## src/rtl/bus_arbiter.sv

```systemverilog
// Two-master round-robin wishbone arbiter with one-transaction capture,
// response steering back to the owner, and a BUSY timeout that forces an error ack.
module bus_arbiter #(
   parameter int TIMEOUT = 16,
   parameter int TW      = 8
) (
   input  logic        clk,
   input  logic        rst,

   input  logic        m0_stb_i,
   input  logic        m0_cyc_i,
   input  logic        m0_we_i,
   input  logic [6:0]  m0_adr_i,
   input  logic [31:0] m0_dat_i,
   output logic [31:0] m0_dat_o,
   output logic        m0_ack_o,
   output logic        m0_err_o,

   input  logic        m1_stb_i,
   input  logic        m1_cyc_i,
   input  logic        m1_we_i,
   input  logic [6:0]  m1_adr_i,
   input  logic [31:0] m1_dat_i,
   output logic [31:0] m1_dat_o,
   output logic        m1_ack_o,
   output logic        m1_err_o,

   output logic        s_stb_o,
   output logic        s_cyc_o,
   output logic        s_we_o,
   output logic [6:0]  s_adr_o,
   output logic [31:0] s_dat_o,
   input  logic [31:0] s_dat_i,
   input  logic        s_ack_i,

   output logic [1:0]  grant_o,
   output logic        timeout_o,
   input  logic        clr_timeout_i
);

   typedef enum logic [1:0] {IDLE, BUSY, DONE} state_t;

   state_t        state;
   logic          owner;       // 0 = m0, 1 = m1
   logic          last_grant;  // 0 = m0, 1 = m1
   logic [TW-1:0] cnt;

   logic m0_req, m1_req, pick_m1, owner_cyc, tmo_hit, set_tmo;

   always_comb begin
      m0_req    = m0_cyc_i & m0_stb_i;
      m1_req    = m1_cyc_i & m1_stb_i;
      // m1 wins when alone, or on a tie when m0 was served last
      pick_m1   = m1_req & (~m0_req | ~last_grant);
      owner_cyc = owner ? m1_cyc_i : m0_cyc_i;
      tmo_hit   = (cnt == TW'(TIMEOUT - 1));
      set_tmo   = (state == BUSY) & owner_cyc & ~s_ack_i & tmo_hit;
   end

   always_ff @(posedge clk or negedge rst) begin
      if (!rst) begin
         state      <= IDLE;
         owner      <= 1'b0;
         last_grant <= 1'b1;
         cnt        <= '0;
         s_stb_o    <= 1'b0;
         s_cyc_o    <= 1'b0;
         s_we_o     <= 1'b0;
         s_adr_o    <= '0;
         s_dat_o    <= '0;
         m0_dat_o   <= '0;
         m0_ack_o   <= 1'b0;
         m0_err_o   <= 1'b0;
         m1_dat_o   <= '0;
         m1_ack_o   <= 1'b0;
         m1_err_o   <= 1'b0;
         grant_o    <= 2'b00;
         timeout_o  <= 1'b0;
      end else begin
         case (state)
            IDLE: begin
               if (m0_req | m1_req) begin
                  owner      <= pick_m1;
                  last_grant <= pick_m1;
                  s_adr_o    <= pick_m1 ? m1_adr_i : m0_adr_i;
                  s_we_o     <= pick_m1 ? m1_we_i  : m0_we_i;
                  s_dat_o    <= pick_m1 ? m1_dat_i : m0_dat_i;
                  grant_o    <= pick_m1 ? 2'b10 : 2'b01;
                  cnt        <= '0;
                  s_cyc_o    <= 1'b1;
                  s_stb_o    <= 1'b1;
                  state      <= BUSY;
               end
            end
            BUSY: begin
               if (!owner_cyc) begin
                  // owner abandoned the cycle: release the bus without an ack
                  s_cyc_o <= 1'b0;
                  s_stb_o <= 1'b0;
                  grant_o <= 2'b00;
                  state   <= IDLE;
               end else if (s_ack_i || tmo_hit) begin
                  s_cyc_o <= 1'b0;
                  s_stb_o <= 1'b0;
                  state   <= DONE;
                  if (owner) begin
                     m1_dat_o <= s_ack_i ? s_dat_i : 32'hFFFF_FFFF;
                     m1_ack_o <= 1'b1;
                     m1_err_o <= ~s_ack_i;
                  end else begin
                     m0_dat_o <= s_ack_i ? s_dat_i : 32'hFFFF_FFFF;
                     m0_ack_o <= 1'b1;
                     m0_err_o <= ~s_ack_i;
                  end
               end else if (cnt != '1) begin
                  cnt <= cnt + 1'b1;
               end
            end
            DONE: begin
               m0_ack_o <= 1'b0;
               m0_err_o <= 1'b0;
               m1_ack_o <= 1'b0;
               m1_err_o <= 1'b0;
               grant_o  <= 2'b00;
               state    <= IDLE;
            end
            default: state <= IDLE;
         endcase

         // a fresh timeout outranks a simultaneous clear
         if (set_tmo)
            timeout_o <= 1'b1;
         else if (clr_timeout_i)
            timeout_o <= 1'b0;
      end
   end

endmodule

```

## config.mk

```make
export PLATFORM = sky130hd
export DESIGN_NAME = bus_arbiter
export DESIGN_NICKNAME = d
export VERILOG_FILES = /design/src/rtl/bus_arbiter.sv
export SDC_FILE = /design/constraint.sdc
export NUM_CORES = 1
export LEC_CHECK = 0
export ABC_CLOCK_PERIOD_IN_PS = 3200
export CORE_MARGIN = 2
export CORE_UTILIZATION = 30
export CTS_CLUSTER_DIAMETER = 50
export DETAILED_ROUTE_END_ITERATION = 6
export RECOVER_POWER = 100
export SYNTH_ARGS = -nofsm -noshare
export SYNTH_HDL_FRONTEND = slang
export SYNTH_SLANG_ARGS = --single-unit
```

## constraint.sdc

```tcl
create_clock -name clk -period 3.2 [get_ports clk]
set_input_delay 0.32 -clock clk [delete_from_list [all_inputs] [get_ports clk]]
set_output_delay 0.32 -clock clk [all_outputs]
set_load 0.03 [all_outputs]
```

==> key figures, run 1 <==
Clock network
  – # clock sinks: 124
  – Longest Clk Path Bufs: 2
  – CTS tree: done
  – # Post-CTS Setup Buffers: 0
  – Reg clk slew, reported paths: 60 ps
  – CTS Buf Count: 17
  – Clock Latency Late Sink: 410 ps
  – Root Buffer: clkbuf_16
  – H-tree depth: 4

Critical path
  – Arr. time, crit path: 2770 ps
  – Crit path from: cnt[0]
  – R2R Setup Slk: 710 ps
  – Capture point of the worst reg-to-reg path: m1_dat_o[23]
  – Worst setup path class: reg2reg
  – Critical path required time: 3480 ps
  – Startpoint type of the worst setup path: flop
  – Critical Path Sink Type: flop
  – R2R depth: 8
  – CP max FO: 50
  – Worst flop-to-flop path startpoint: cnt[0]

Synth
  – Top cells by area, synth: dfrtp_1, mux2i_1, nand2_1
  – Synth top area share: 55.5%
  – Mapped Nets: 672
  – Synth area leader: dfrtp_1
  – Top_reg_cell synth: dfrtp_1
  – Cells after Synth: 546
  – Post-synthesis cell type count: 43
  – #FFs+latches synth: 124
  – Ys async rst share: 100%
  – Most frequent cell after synthesis: dfrtp_1
  – Synthesis warning total: 0
  – Sequential share of the synthesized area: 56.0%
  – Number of flops mapped to enable cells by yosys: 0
  – Cell Area, Synth: 5550 sq um
  – Syn avg cell area: 10.2 sq um
  – Synth cell count leaders: dfrtp_1, nand2_1, o21ai_0, a21oi_1, mux2i_1

Floorplanning
  – Die Y: 140 um
  – Io pins: 233
  – Cell Rows: 49
  – Die area: 19600 sq um
  – Die W: 140 um
  – Initial Util: 30.8%
  – Core area: 18000 sq um

Global routing
  – First-pass GRT wire length: 25.6 mm
  – Initial antenna violation count: 1
  – Gr usage total: 16.4%
  – GRT Residual Overflow: 0
  – Number of global-route vias before repair: 4913
  – Largest net degree at the start of global routing: 66

Layout
  – Finished Cell Area: 8520 sq um
  – Layout filler cell count: 1701
  – Net count, final: 896
  – Share of layout cells above drive strength 1: 6.26%
  – Sequential cell area: 3100 sq um
  – Area of the multi-input gates: 2150 sq um
  – Area growth, synth to finish: 53.6%

Power
  – Leak Pwr: 3.63 nW
  – Max rail drop VDD: 0.000470 V
  – Total power: 8.02 mW
  – Pwr dens: 941 nW/um^2

Timing
  – Pins over their slew limit: 0
  – Min setup slack post-route: 708 ps
  – Worst-margin pin slew: 1280 ps
  – # setup viols final: 0
  – Final worst path period share: 77.9%
  – Fmax: 0.401 GHz
  – Hold Fails Final Rpt: 0
  – Max Clock Skew: 5.68 ps
  – Worst slew margin: 14.5%
  – Min Tclk post-route: 2490 ps
  – Setup_tns: 0 ps
  – Hold Slack: 434 ps
  – RSZ-0062 raised after global routing: false

Route
  – First DRT Iteration DRCs: 145
  – Routed WL: 15.6 mm
  – Antenna-violating nets left: 0
  – Via count: 4780
  – Drt pass-1 iters: 4
  – # DRC: 0
  – Via density: 4.72
  – WL per Instance: 15.4 um

Place
  – IO buf count: 232
  – Dpl hpwl: 11.6 mm
  – Dpl cell area: 8070 sq um
  – Post-Place Setup Slack: 799 ps
  – RePlAce Congestion: 0.810

Job
  – Max-Cap Viols: 0

Status
  – Outcome: finished clean

Hold path
  – Hold crit path type: in2async
==> flip-flops by register name, summed over array words and instances, names as in the netlist <==
| signal | count |
|---|---|
| grant_o | 2 |
| state | 2 |
| s_we_o | 1 |
| last_grant | 1 |
| cnt | 8 |
| timeout_o | 1 |
| s_dat_o | 32 |
| m0_ack_o | 1 |
| s_adr_o | 7 |
| m0_dat_o | 32 |
| s_cyc_o | 1 |
| m1_ack_o | 1 |
| owner | 1 |
| m1_err_o | 1 |
| m0_err_o | 1 |
| m1_dat_o | 32 |
==> worst max-delay path, stage by stage, from the launching register on <==
cell and delay [ps]:
dfrtp_1 410, ha_1 260, and4b_1 270, a21oi_1 80, clkbuf_1 260, or3_2 650, buf_12 250, nand2_1 80
o21ai_0 90
==> layer usage <==
| metal | global-route usage (%) | vias up | share of wire (%) |
|---|---|---|---|
| li1 | - | 2323 | - |
| met1 | 20.5 | 2243 | 43 |
| met2 | 26.2 | 197 | 47 |
| met3 | 6.39 | 17 | 9.0 |
| met4 | 5.53 | 0 | 1.4 |
| met5 | 0 | - | 0 |
==> power by group <==
group	internal, mW	switching (mW)	total, mW
Clock	1.04	0.687	1.73
Sequential	2.22	0.364	2.58
Combinational	1.38	2.33	3.71
Total	4.64	3.38	8.02
==> area by class of cell <==
cell class	count	area share, %
clock buffers	21	5.52
multi-input cells	378	25.2
repair buffers	242	28.3
well taps	229	3.36
inverters	7	0.308
flip-flops and latches	124	36.4
clock inverters	11	0.822
diodes	1	0.0294
==> timing repair <==
item / CTS / global route
endpoints found under the hold margin: 37 / 0
gates resized for setup: 0 / 0
hold buffers: 1 / 0
==> layout by cell type, fill, tap and decap left out, types with 3 or more instances in the layout <==
| cell | netlist | layout |
|---|---|---|
| nand2b_1 | 4 | 4 |
| a31oi_1 | 5 | 5 |
| clkinv_2 | 0 | 6 |
| nor2_1 | 39 | 39 |
| buf_4 | 3 | 4 |
| mux2_2 | 5 | 5 |
| nand3_1 | 4 | 4 |
| mux2i_1 | 41 | 41 |
| inv_1 | 7 | 7 |
| nor2b_1 | 33 | 33 |
| clkbuf_2 | 0 | 3 |
| clkdlybuf4s50_1 | 0 | 117 |
| clkbuf_8 | 0 | 3 |
| clkbuf_16 | 0 | 17 |
| nor3_1 | 5 | 5 |
| o21ai_0 | 49 | 80 |
| dlygate4sd3_1 | 0 | 115 |
| nand2_1 | 85 | 85 |
| ha_1 | 6 | 6 |
| a21oi_1 | 41 | 43 |
| o31ai_1 | 3 | 3 |
| dfrtp_1 | 123 | 123 |
| clkinvlp_4 | 0 | 3 |
==> logic make-up (layout without fill, tap and decap cells) <==
logic type	after synthesis	count (layout)	synth area share, %
AOI/OAI and AO/OA	145	145	15.1
adders and majority gates	6	6	1.35
buffers and inverters	44	281	4.38
DFF	124	124	56.0
muxes	46	46	8.41
other	0	1	0
and+or+nand+nor	181	181	14.8
==> worst max-delay path by stage <==
| stage | slack, ps | end | cells after the start |
|---|---|---|---|
| finish | 710 | m1_dat_o[23] | 8 |
| global route | 460 | m0_dat_o[19] | 8 |
| CTS | 790 | m1_dat_o[0] | 8 |
| detailed placement | 800 | m1_dat_o[0] | 8 |
| global placement | 910 | m1_dat_o[20] | 8 |
| floorplan | 1340 | m1_err_o | 7 |
==> metrics by stage <==
step / util [%] / std cells
after floorplan: - / 546
after global placement: 44.7 / 979
after detailed placement: 44.7 / 979
after CTS: 47.8 / 1012
after global routing: 47.3 / 1013
final: 47.3 / 1013
No activity file was read; power rests on OpenSTA's default activity.
==> run 2: changes to the inputs <==
--- a/config.mk
+++ b/config.mk
@@ -5,7 +5,7 @@
 export SDC_FILE = /design/constraint.sdc
 export NUM_CORES = 1
 export LEC_CHECK = 0
-export ABC_CLOCK_PERIOD_IN_PS = 3200
+export ABC_CLOCK_PERIOD_IN_PS = 2400
 export CORE_MARGIN = 2
 export CORE_UTILIZATION = 30
 export CTS_CLUSTER_DIAMETER = 50
==> constraint.sdc (replaced) <==
create_clock -name clk -period 2.4 [get_ports clk]
set_input_delay 0.24 -clock clk [delete_from_list [all_inputs] [get_ports clk]]
set_output_delay 0.24 -clock clk [all_outputs]
set_load 0.03 [all_outputs]
==> run 2 against run 1 <==
  * Power rose by 37%
  * Cell count did not move
  * Routed wire length fell by 0.98%
  * Count of clock-buffer cells in the layout fell by 1
  * Highest routed layer unchanged
  * Non-clock buffer count rose by 2
  * Via count barely moved
  * Clock skew rose by 1.2 ps
==> key figures, run 2 (same netlist as run 1, synthesis figures left out) <==
Route
  – Via count: 4783 (+0.063%)
  – # DRC: 0 (unchanged)
  – Routed WL: 15.4 mm (-0.98%)
  – First DRT Iteration DRCs: 214 (+48%)
  – Antenna-violating nets left: 0 (unchanged)
  – Via density: 4.72 (about the same)
  – WL per Instance: 15.2 um (-0.98%)
  – Drt pass-1 iters: 5 (+1)

Global routing
  – GRT Residual Overflow: 0 (unchanged)
  – First-pass GRT wire length: 25.2 mm (-1.5%)
  – Initial antenna violation count: 0 (-1)
  – Number of global-route vias before repair: 4861 (-1.1%)
  – Largest net degree at the start of global routing: 81 (+23%)
  – Gr usage total: 16.1% (-0.31 points)

Floorplanning
  – Cell Rows: 49 (unchanged)
  – Die Y: 140 um (unchanged)
  – Die area: 19600 sq um (unchanged)
  – Initial Util: 30.8% (unchanged)
  – Die W: 140 um (unchanged)
  – Core area: 18000 sq um (unchanged)
  – Io pins: 233 (unchanged)

Critical path
  – R2R depth: 7 (-1)
  – Startpoint type of the worst setup path: flop
  – Capture point of the worst reg-to-reg path: m1_err_o
  – R2R Setup Slk: 230 ps (-480 ps)
  – Worst setup path class: reg2reg
  – Max incr delay on CP: 420 ps (-230 ps)
  – Critical Path Sink Type: flop
  – Slowest CP cell: dfrtp_1
  – Arr. time, crit path: 2450 ps (-320 ps)
  – Worst flop-to-flop path startpoint: cnt[0]
  – CP max FO: 7 (-86%)
  – Critical path required time: 2690 ps (-790 ps)
  – Crit-path cells: ha_1 > and4b_1 > a21oi_2 > buf_4 > o21ai_0 > nand2_1 > mux2_2

Status
  – Outcome: finished clean

Clock network
  – CTS Buf Count: 17 (unchanged)
  – # Post-CTS Setup Buffers: 0 (unchanged)
  – Reg clk slew, reported paths: 50 ps (about the same)
  – H-tree depth: 4 (unchanged)
  – # clock sinks: 124 (unchanged)
  – Longest Clk Path Bufs: 2 (unchanged)
  – CTS tree: done
  – Root Buffer: clkbuf_16
  – Clock Latency Late Sink: 400 ps (about the same)
  – CTS resizes: 0 (unchanged)

Timing
  – Worst-margin pin slew: 1250 ps (-36.6 ps)
  – RSZ-0062 raised after global routing: false
  – Fmax: 0.461 GHz (+15%)
  – Setup_tns: 0 ps (unchanged)
  – Hold Fails Final Rpt: 0 (unchanged)
  – Max Clock Skew: 6.87 ps (+1.20 ps)
  – Worst slew margin: 16.9% (+2.4 points)
  – # setup viols final: 0 (unchanged)
  – Min setup slack post-route: 233 ps (-476 ps)
  – Hold Slack: 309 ps (-125 ps)
  – Pins over their slew limit: 0 (unchanged)
  – Final worst path period share: 90.3% (+12 points)
  – Min Tclk post-route: 2170 ps (-324 ps)

Power
  – Max rail drop VDD: 0.000603 V (+28%)
  – Leak Pwr: 3.66 nW (+0.72%)
  – Pwr dens: 1270 nW/um^2 (+35%)

Place
  – Dpl hpwl: 11.6 mm (-0.20%)
  – Post-Place Setup Slack: 236 ps (-563 ps)
  – RePlAce Congestion: 0.844 (+4.2%)
  – IO buf count: 232 (unchanged)

Layout
  – Diode count: 0 (-1)
  – Net count, final: 898 (+0.22%)
  – Largest regs: m0_dat_o: 32 flops, m1_dat_o: 32 flops, s_dat_o: 32 flops
  – Most common cell after layout, fill and taps aside: dfrtp_1
  – Share of layout cells above drive strength 1: 6.76% (+0.50 points)
  – Layout filler cell count: 1647 (-3.2%)
  – Most frequent cells in the layout: dfrtp_1, clkdlybuf4s50_1, dlygate4sd3_1
  – Area growth, synth to finish: 55.6%

Job
  – Max-Cap Viols: 0 (unchanged)

Hold path
  – Hold crit path type: in2async
==> run 2: report_power, final <==
group | leakage [nW] | switching [mW] | internal (mW)
clock network | 0.282 | 0.897 | 1.65
logic | 1.90 | 3.13 | 1.84
registers | 1.47 | 0.478 | 2.96
total | 3.66 | 4.51 | 6.45
==> run 2: stage by stage <==
step                      instances  util (%)  area [sq um]  total power, mW
final                          1013      47.9          8630             11.0
after global routing           1013      47.9          8630             11.7
after CTS                      1013      48.3          8710             11.5
after detailed placement        981      45.0          8110             8.92
after global placement          981      45.0          8110             8.82
after floorplan                 546         -          5550             6.48
==> run 2: how the worst max path moves through the flow <==
stage / from / end / slack (ps) / depth (start not counted)
floorplan: cnt[0] / m1_err_o / 540 / 7
finish: cnt[0] / m1_err_o / 230 / 7
global route: rst / s_dat_o[31] / 100 / 3
detailed placement: m0_cyc_i / cnt[3] / 240 / 6
CTS: cnt[0] / m1_err_o / 280 / 7
global placement: m0_cyc_i / cnt[3] / 330 / 6
==> run 2: cell type report <==
class	count	area, sq um	share of cell area [%]
inverters	7	26.3	0.304
repair buffers	244	2440	28.2
clock buffers	20	447	5.17
well taps	229	287	3.32
clock inverters	11	145	1.68
multi-input cells	378	2190	25.3
flip-flops and latches	124	3100	36.0
==> run 2: per-layer routing <==
| metal | track usage [%] | share of wire, % | wire (um) |
|---|---|---|---|
| met1 | 20.1 | 42 | 6550 |
| met2 | 26.0 | 47 | 7320 |
| met3 | 6.43 | 9.0 | 1390 |
| met4 | 4.53 | 1.1 | 165 |
| met5 | 0 | 0 | 0 |
==> run 2: what timing repair did <==
action / 4_1_cts / 5_1_grt
hold buffers: 1 / 0
hold endpoints to repair: 86 / 0
endpoints found under the setup margin: 0 / 0
==> run 2: worst max-delay path: cells and delay by family (launching register included) <==
kind | cells | cell delay (ps)
AND/OR/NAND/NOR | 2 | 400
AO/OA/AOI/OAI | 2 | 400
multiplexers | 1 | 340
flip-flops | 1 | 420
adder cells (fa/ha/maj) | 1 | 270
buffers and inverters | 1 | 210
==> run 3: changes to the inputs <==
--- a/config.mk
+++ b/config.mk
@@ -11,6 +11,7 @@
 export CTS_CLUSTER_DIAMETER = 50
 export DETAILED_ROUTE_END_ITERATION = 6
 export RECOVER_POWER = 100
+export SETUP_SLACK_MARGIN = 0.15
 export SYNTH_ARGS = -nofsm -noshare
 export SYNTH_HDL_FRONTEND = slang
 export SYNTH_SLANG_ARGS = --single-unit
==> run 3 against run 2 <==
  * Sequential share of layout area about the same
  * Critical endpoint is now cnt[3]
  * Critical path type unchanged
  * Routed wire length up 0.58%
  * Largest power group unchanged
  * Die area stayed put
  * Largest cell class unchanged
==> key figures, run 3 (same netlist as run 1, synthesis figures left out) <==
Global routing
  – Initial antenna violation count: 0 (unchanged)
  – Gr usage total: 16.1% (unchanged)
  – First-pass GRT wire length: 25.2 mm (unchanged)
  – Number of global-route vias before repair: 4861 (unchanged)
  – Largest net degree at the start of global routing: 81 (unchanged)
  – GRT Residual Overflow: 0 (unchanged)

Timing
  – Setup_tns: 0 ps (unchanged)
  – Worst-margin pin slew: 1240 ps (-3.80 ps)
  – Worst slew margin: 17.2% (+0.25 points)
  – Hold Fails Final Rpt: 0 (unchanged)
  – Min setup slack post-route: 278 ps (+45.0 ps)
  – Pins over their slew limit: 0 (unchanged)
  – Max Clock Skew: 7.82 ps (+0.950 ps)
  – Final worst path period share: 88.4% (-1.9 points)
  – Fmax: 0.471 GHz (+2.1%)
  – # setup viols final: 0 (unchanged)
  – Min Tclk post-route: 2120 ps (-45.0 ps)
  – RSZ-0062 raised after global routing: false

Floorplanning
  – Die area: 19600 sq um (unchanged)
  – Io pins: 233 (unchanged)
  – Die Y: 140 um (unchanged)
  – Die W: 140 um (unchanged)
  – Initial Util: 30.8% (unchanged)
  – Core area: 18000 sq um (unchanged)
  – Cell Rows: 49 (unchanged)

Clock network
  – # clock sinks: 124 (unchanged)
  – CTS Buf Count: 17 (unchanged)
  – Longest Clk Path Bufs: 2 (unchanged)
  – H-tree depth: 4 (unchanged)
  – # Post-CTS Setup Buffers: 0 (unchanged)
  – Clock Latency Late Sink: 410 ps (about the same)
  – CTS tree: done
  – Root Buffer: clkbuf_16
  – Reg clk slew, reported paths: 50 ps (about the same)

Route
  – Met1 Wirelength: 6.63 mm (+1.2%)
  – WL per Instance: 15.3 um (+0.58%)
  – First DRT Iteration DRCs: 233 (+8.9%)
  – Via count: 4782 (-0.021%)
  – Top layer in use: met4
  – Routed wl met3: 1.38 mm (-0.86%)
  – Drt pass-1 iters: 4 (-1)
  – Antenna-violating nets left: 0 (unchanged)
  – Met2 wire len: 7.33 mm (+0.18%)
  – # DRC: 0 (unchanged)
  – Routed WL: 15.5 mm (+0.58%)
  – Via density: 4.72 (about the same)

Power
  – Switching power share of the total: 41.2% (+0.063 points)
  – Combinational power share: 45.4% (about the same)
  – Internal: 6.45 mW (about the same)
  – Reg power frac: 31.4% (about the same)
  – Pwr dens: 1270 nW/um^2 (about the same)
  – NetSw: 4.52 mW (+0.22%)
  – Max rail drop VDD: 0.000603 V (about the same)
  – Clk pwr share: 23.2% (about the same)
  – Leak Pwr: 3.65 nW (about the same)

Critical path
  – Critical Path Sink Type: flop
  – Arr. time, crit path: 2410 ps (-40 ps)
  – CP max FO: 11 (+4)
  – Critical path required time: 2690 ps (about the same)
  – Worst setup path class: reg2reg
  – Startpoint type of the worst setup path: flop

Place
  – Post-Place Setup Slack: 236 ps (unchanged)
  – RePlAce Congestion: 0.844 (unchanged)
  – IO buf count: 232 (unchanged)
  – Dpl hpwl: 11.6 mm (unchanged)

Layout
  – Largest regs: m0_dat_o: 32 flops, m1_dat_o: 32 flops, s_dat_o: 32 flops
  – Most frequent cells in the layout: dfrtp_1, clkdlybuf4s50_1, dlygate4sd3_1
  – Most common cell after layout, fill and taps aside: dfrtp_1
  – Diode count: 0 (unchanged)
  – Net count, final: 898 (unchanged)
  – Share of layout cells above drive strength 1: 6.76% (unchanged)
  – Area growth, synth to finish: 55.6% (about the same)

Hold path
  – Hold crit path type: in2async

Job
  – Max-Cap Viols: 0 (unchanged)

Status
  – Outcome: finished clean
## run 3: final cells by class
class                           instances  area [sq um]
Clock buffer                           20           447
Clock inverter                         11           145
Fill cell                            1647          9390
Inverter                                7          26.3
Multi-Input combinational cell        378          2190
Sequential cell                       124          3100
Tap cell                              229           287
Timing Repair Buffer                  244          2430
## run 3: through the flow
| step | util [%] | total power [mW] | hold slack, ps | cell area (sq um) | cells |
|---|---|---|---|---|---|
| 4_1_cts | 48.3 | 11.5 | 184 | 8710 | 1013 |
| 3_3_place_gp | 45.0 | 8.82 | 77.0 | 8110 | 981 |
| 5_1_grt | 47.9 | 11.7 | 347 | 8630 | 1013 |
| 3_5_place_dp | 45.0 | 8.92 | 80.7 | 8110 | 981 |
| 6_report | 47.9 | 11.0 | 309 | 8630 | 1013 |
| 2_1_floorplan | - | 6.48 | -55.6 | 5550 | 546 |
## run 3: what timing repair did
item	4_1_cts	5_1_grt
hold buffers	1	0
gates resized for setup	0	1
setup endpoints to repair	0	2
endpoints found under the hold margin	86	0
## run 3: critical path: stages, from the launching register on
cell and delay, ps:
dfrtp_1 370, inv_1 100, ha_1 200, inv_1 330
nand2_1 130, a21boi_2 220, or2_2 330, o311ai_0 320
## run 3: path summary, 6_finish.rpt
check	from	endpoint	slack (ps)	cells past startpoint
max in group asynchronous	rst	s_dat_o[31]	500	3
min in group clk	clr_timeout_i	timeout_o	420	2
min	rst	m0_dat_o[28]	310	2
max	state[1]	cnt[3]	280	7
min reg2reg	s_adr_o[5]	s_adr_o[5]	470	2
max reg2reg	state[1]	cnt[3]	280	7
## run 3: power by group through the flow
stage	Clock [mW]	Sequential [mW]	Combinational, mW
finish	2.55	3.44	4.98
global route	2.73	3.57	5.37
CTS	2.62	3.50	5.42
detailed placement	0	3.51	5.41
global placement	0	3.47	5.35
floorplan	0	5.03	1.45
## run 3: layer usage
layer  track usage (%)  vias to the layer above
met5                 0                        -
met4              4.53                        0
met3              6.43                       13
met2              26.0                      224
met1              20.1                     2226
li1                  -                     2319
==> RTL change 1 (config.mk and constraints of run 2) <==
`TW`: 8 -> 9.
--- a/src/rtl/bus_arbiter.sv
+++ b/src/rtl/bus_arbiter.sv
@@ -3,5 +3,5 @@
 module bus_arbiter #(
    parameter int TIMEOUT = 16,
-   parameter int TW      = 8
+   parameter int TW      = 9
 ) (
    input  logic        clk,
Function: same outputs for any inputs over 4 cycles, from zero or initial values and one cycle with rst low; that may be too few to reach the edited logic, so the function may still have changed.
==> RTL change 1 against run 2 <==
  * Power increased by 8.6%
  * Non-clock buffer count down 1
  * Sequential cell count up 1
  * Critical path depth fell by 1
  * First-iteration DRC count is 47% lower
  * Worst setup slack worse by 0.034 ns
  * Cell area rose by 3.6%
  * Sequential share of layout area fell by 0.96 points
  * Area after synthesis increased by 7.4%
  * Routed wire length rose by 0.30%
  * Combinational power is 8.5% higher
  * Count of clock-buffer cells in the layout is 1 lower
  * Maximum frequency is 1.5% lower
  * Cell count down 2.5%
  * Largest cell class unchanged
==> RTL change 1: results (changes against run 2) <==
The run finished with clean final reports. The post-synthesis sequential area ratio was 52.5% (-3.4 points). The total via count in the routed design was 4462 (-6.7%). The yosys synthesis warning count came out at 0 (unchanged).

The number of search-and-repair iterations in the first detailed-routing pass was 4 (-1). The cell area after placement is 0.00854 sq mm (+5.3%), and the worst slew margin relative to its limit is 29.6% (+13 points). The worst setup slack before clock tree synthesis came out at 0.224 ns (-0.0122 ns). The count of buffers added by post-CTS timing repair for setup is 0 (unchanged). The worst min-delay path category was in2reg.

The count of placed standard cells in the final layout, fillers left out was 988 (-2.5%); the arithmetic-cell share of the synthesized area counting full adders, half adders and majority gates was 1.26% (-0.093 points). After synthesis, the cell types taking the most area are dfrtp_1, mux2_4, mux2i_1. Mean instance size in the synthesized netlist: 12.5 sq um (+23%). The run gives 0 (unchanged) as the initial antenna violation count. The tools report the instance count after placement with tap cells included as 955 (-2.7%).

The first-pass GRT wire length was 25900 um (+2.6%). In the final layout, the registers with the most flip-flops are m0_dat_o (32), m1_dat_o (32), s_dat_o (32). The share of flip-flops with an asynchronous set or reset after synthesis came out at 100% (unchanged). The logs give 2 (unchanged) for the buffer depth of the longest clock path and 0.42 ns (+0.02 ns) for the latest clock arrival within the worst-skew pair.

For the number of diodes added for antenna fixing, the log shows 0 (unchanged). The share of the synthesized netlist area taken by xor and xnor gates came out at 0% (unchanged). Number of nets at the end of the flow: 836 (-6.9%). The compound-gate portion of the synthesized area is 7.52% (-7.6 points). The largest fanout on the critical path was 32 (+25). The run gives 11400 um (-1.9%) as the sum of net half-perimeters after detailed placement.

The run gives 0 (unchanged) as the post-cts sizing count. The pin count of the biggest net entering global routing is 69 (-15%). Synthesized net count: 604 (-10%). The H-tree depth is 4 (unchanged), and the number of setup violations in the final report is 0 (unchanged).

The logs give 1 (unchanged) for the hold buffer count at CTS and 17 (unchanged) for the number of buffers created by CTS. For the global-route track usage on met1, the log shows 19.7% (-0.33 points). The layout cell share with drive strength beyond 1 works out to 8.71% (+2.0 points). The number of library cell types mapped by synthesis was 38 (-12%).

The via count of the first global-routing pass was 4757 (-2.1%). The final weighted congestion in routability-driven placement was 0.752 (-11%); the all-layer global routing usage was 15.4% (-0.67 points). The detailed router's first-iteration violation count came out at 113 (-47%). The run gives 23.9% (-2.2 points) as the met2 track demand over resource. The cell sitting at the root of the clock tree is a clkbuf_16. The portion of netlist area occupied by mux cells is 24.1% (+16 points). The tools report the maximum clock skew at final layout as 0.00881 ns (+0.00193 ns).

The fraction of met3 tracks used by global routing came out at 6.01% (-0.42 points). By count the netlist is led by dfrtp_1, mux2_4, nand2_1. The logs give 542 uV (-10%) for the largest vdd supply drop and 2.48 ns (+0.03 ns) for the arrival time of the worst setup path. The average routed wire per standard cell came out at 15.7 um (+2.8%). The run gives 3.78 nW (+3.5%) as the reported leakage power. The clock input transition at the sequential cells of the worst setup and hold paths is 0.06 ns. Count of buffers from port buffering: 232 (unchanged).
-- RTL change 1: cell count changes in the layout (fill, tap and decap cells not counted), sizes merged, moves of 30 or more --
cell           run 2  this run
a21oi             43         5
nand2b             4        34
nor2              39         8
mux2               5        70
nor2b             33         3
o21ai             82        52
-- RTL change 1: worst paths after layout --
path	from	to	slack, ns	cells after the start
max	cnt[0]	m1_dat_o[20]	0.20	6
min	s_ack_i	m1_dat_o[7]	0.34	3
max reg2reg	cnt[0]	m1_dat_o[20]	0.20	6
min reg2reg	s_dat_o[20]	s_dat_o[20]	0.47	2
max in group asynchronous	rst	m1_dat_o[13]	0.51	3
min in group asynchronous	rst	m0_dat_o[30]	0.57	2
-- RTL change 1: final cells by class --
class,count,area (sq um)
fillers,1854,10500
flip-flops and latches,125,3130
repair buffers,243,2430
multi-input cells,315,2360
clock buffers,19,443
well taps,265,332
clock inverters,13,215
inverters,8,30.0
-- RTL change 1: power by group --
group | switching, W | internal (W)
clock network | 0.000974 | 0.00188
registers | 0.000560 | 0.00309
logic | 0.00325 | 0.00213
-- RTL change 1: routing by layer --
metal  vias up  wire length [um]
met4         0               172
met5         -                 0
met1      2095              6850
li1       2138                 -
met3        15              1400
met2       214              7050
-- RTL change 1: worst max-delay path, cell delays in order, from the launching register on --
cell and delay (ns):
dfrtp_1 0.40, ha_1 0.23, and3_1 0.25, a31oi_4 0.14
or3_2 0.44, buf_6 0.23, mux2_1 0.36
-- RTL change 1: cells by family after synthesis --
family          after synthesis
flops                       125
simple gates                122
buf+inv                      38
fa+ha+maj                     6
compound gates               75
mux                         112
==> RTL change 2 (flow settings as in run 2) <==
Without the edit above. The 3 states of `state_t` get a one-hot encoding in 3 bits.
--- a/src/rtl/bus_arbiter.sv
+++ b/src/rtl/bus_arbiter.sv
@@ -39,5 +39,5 @@
 );
 
-   typedef enum logic [1:0] {IDLE, BUSY, DONE} state_t;
+   typedef enum logic [2:0] {IDLE = 3'b001, BUSY = 3'b010, DONE = 3'b100} state_t;
 
    state_t        state;
Formal check against the unedited RTL: same outputs for any inputs over 4 cycles, from zero or initial values and one cycle with rst low; so few cycles prove little.
==> RTL change 2 against run 2 <==
  * Via count down 1.6%
  * Cell area decreased by 0.70%
  * Sequential cell count grew 1
  * Routed wire length is 1.6% lower
  * Combinational power about the same
  * Worst setup slack got worse by 0.065 ns
  * Sequential share of layout area increased by 0.56 points
  * Power is 3.5% higher
  * Global-route usage shrank 0.30 points
  * Area after synthesis fell by 2.8%
==> RTL change 2: results (changes against run 2) <==
The per-cell via count in the routed design came out at 4.70 (-0.43%). Broken down by cell family, the worst path's largest delay share belongs to simple AND/OR/NAND/NOR gates. The run gives 0.815 (-3.5%) as the final weighted congestion in routability-driven placement. The yosys synthesis warning count was 0 (unchanged); the H-tree depth was 4 (unchanged). The number of diodes added for antenna fixing was 0 (unchanged); the clock input transition at the sequential cells of the worst setup and hold paths was 0.06 ns. The pin count of the biggest net entering global routing came out at 87 (+7.4%). The worst setup slack for register-to-register paths was 0.17 ns (-0.06 ns). For the worst slew margin relative to its limit, the log shows 24.8% (+7.9 points). Reported leakage power: 3.86 nW (+5.6%). The detailed router's first-iteration violation count is 265 (+24%), and the number of search-and-repair iterations in the first detailed-routing pass is 6 (+1). Among all stages on the critical path, the largest delay is contributed by or3b_1. Sorting the synthesized cells by area gives the leading types as dfrtp_1, nor2_1, a31oi_1.

The peak per-stage delay on the critical path works out to 0.62 ns (+0.20 ns). Startpoint of the worst register-to-register path: state[1]. The fill cell total of the finished layout came out at 1646 (-0.061%). The commonest cells after synthesis are dfrtp_1, nor2_1, a31oi_1. The arithmetic-cell share of the synthesized area counting full adders, half adders and majority gates is 0.232% (-1.1 points).

The post-cts sizing count was 0 (unchanged). The share of the synthesized netlist area taken by xor and xnor gates was 0.163% (+0.16 points); the arrival time of the worst setup path was 2.56 ns (+0.11 ns). The largest fanout on the critical path works out to 13 (+6). The average routed wire per standard cell works out to 15.2 um (-0.38%).

Number of nets at the end of the flow: 880 (-2.0%). The via count of the first global-routing pass was 4663 (-4.1%). The tools report the synthesized net count as 654 (-2.7%). The count of buffers from port buffering came out at 232 (unchanged).

Compound-gate portion of the synthesized area: 15.8% (+0.70 points). The largest registers in the layout are m0_dat_o (32), m1_dat_o (32), s_dat_o (32). The tightest min-delay check is of the in2reg type. The tools report the switching power of the nets as 0.00454 W (+0.79%). The run gives 0 (unchanged) as the initial antenna violation count. The buffer depth of the longest clock path is 2 (unchanged), and the post-synthesis sequential area ratio is 58.1% (+2.1 points).

The worst setup path is captured at a register. The run gives 0 (unchanged) as the count of buffers added by post-CTS timing repair for setup. The maximum clock skew at final layout was 0.0124 ns (+0.00552 ns); the portion of netlist area occupied by mux cells was 7.43% (-0.98 points).

In this run the worst setup path terminates at cnt[3]. The number of library cell types mapped by synthesis is 39 (-9.3%), and the all-layer global routing usage is 15.8% (-0.30 points). The logs give 681 uV (+13%) for the largest vdd supply drop and 11000 um (-5.4%) for the sum of net half-perimeters after detailed placement. Share of flip-flops with an asynchronous set or reset after synthesis: 100% (unchanged). The layout cell share with drive strength beyond 1 was 6.99% (+0.23 points); the first-pass GRT wire length was 24400 um (-3.4%). Clock latency on the worst-skew pair, taken at its later pin, is 0.41 ns. The depth of the most critical reg-to-reg path was 5 (-2). The flow ran to the end, and the final reports show no timing, DRC or antenna violations.
## RTL change 2: cell families (layout without fill, tap and decap cells)
family / count (synthesis) / in the layout
DFF: 125 / 125
muxes: 40 / 40
AOI/OAI and AO/OA: 139 / 139
adders and majority gates: 1 / 1
and+or+nand+nor: 152 / 152
buffers and inverters: 75 / 314
xor gates and xnor gates: 1 / 1
## RTL change 2: metrics by stage
step	power (W)	std cells	hold WS (ns)	area [sq um]	setup slack (ns)
after floorplan	0.00648	533	-0.0556	5390	0.463
after global placement	0.00888	968	0.282	7960	0.278
after detailed placement	0.00896	968	0.290	7960	0.160
after CTS	0.0119	1001	0.171	8630	0.164
after global routing	0.0120	1001	0.173	8570	0.0674
final	0.0113	1001	0.177	8570	0.168
## RTL change 2: power groups by stage
stage	logic [W]	registers (W)	clock network [W]
2_1_floorplan	0.00114	0.00534	0
4_1_cts	0.00538	0.00358	0.00292
6_report	0.00497	0.00352	0.00285
5_1_grt	0.00527	0.00366	0.00302
3_5_place_dp	0.00537	0.00360	0
3_3_place_gp	0.00533	0.00356	0
## RTL change 2: routing by layer
layer,vias to the layer above,track usage (%),routed length (um)
met1,2254,19.7,6530
met4,0,3.97,120
li1,2305,-,-
met3,12,4.99,746
met2,135,26.8,7790
met5,-,0,0
## RTL change 2: final cells by class
cell class	instances	area (sq um)	area share (%)
Clock buffer	17	425	4.96
Timing Repair Buffer	245	2430	28.3
Inverter	37	139	1.62
Clock inverter	15	238	2.77
Multi-Input combinational cell	333	1930	22.5
Tap cell	229	287	3.34
Sequential cell	125	3130	36.5
## RTL change 2: worst min path at each step
| stage | from | endpoint | slack, ns | cells past startpoint |
|---|---|---|---|---|
| after floorplan | rst | cnt[0] | -0.06 | 0 |
| after global placement | rst | s_adr_o[1] | 0.28 | 1 |
| after detailed placement | rst | s_adr_o[1] | 0.29 | 1 |
| after CTS | s_ack_i | state[2] | 0.17 | 3 |
| after global routing | s_ack_i | state[2] | 0.17 | 3 |
| final | s_ack_i | state[2] | 0.18 | 3 |
## RTL change 2: worst min-delay path: stages
cell	delay, ns
buf_2	0.10
a21oi_2	0.06
nor2_1	0.12
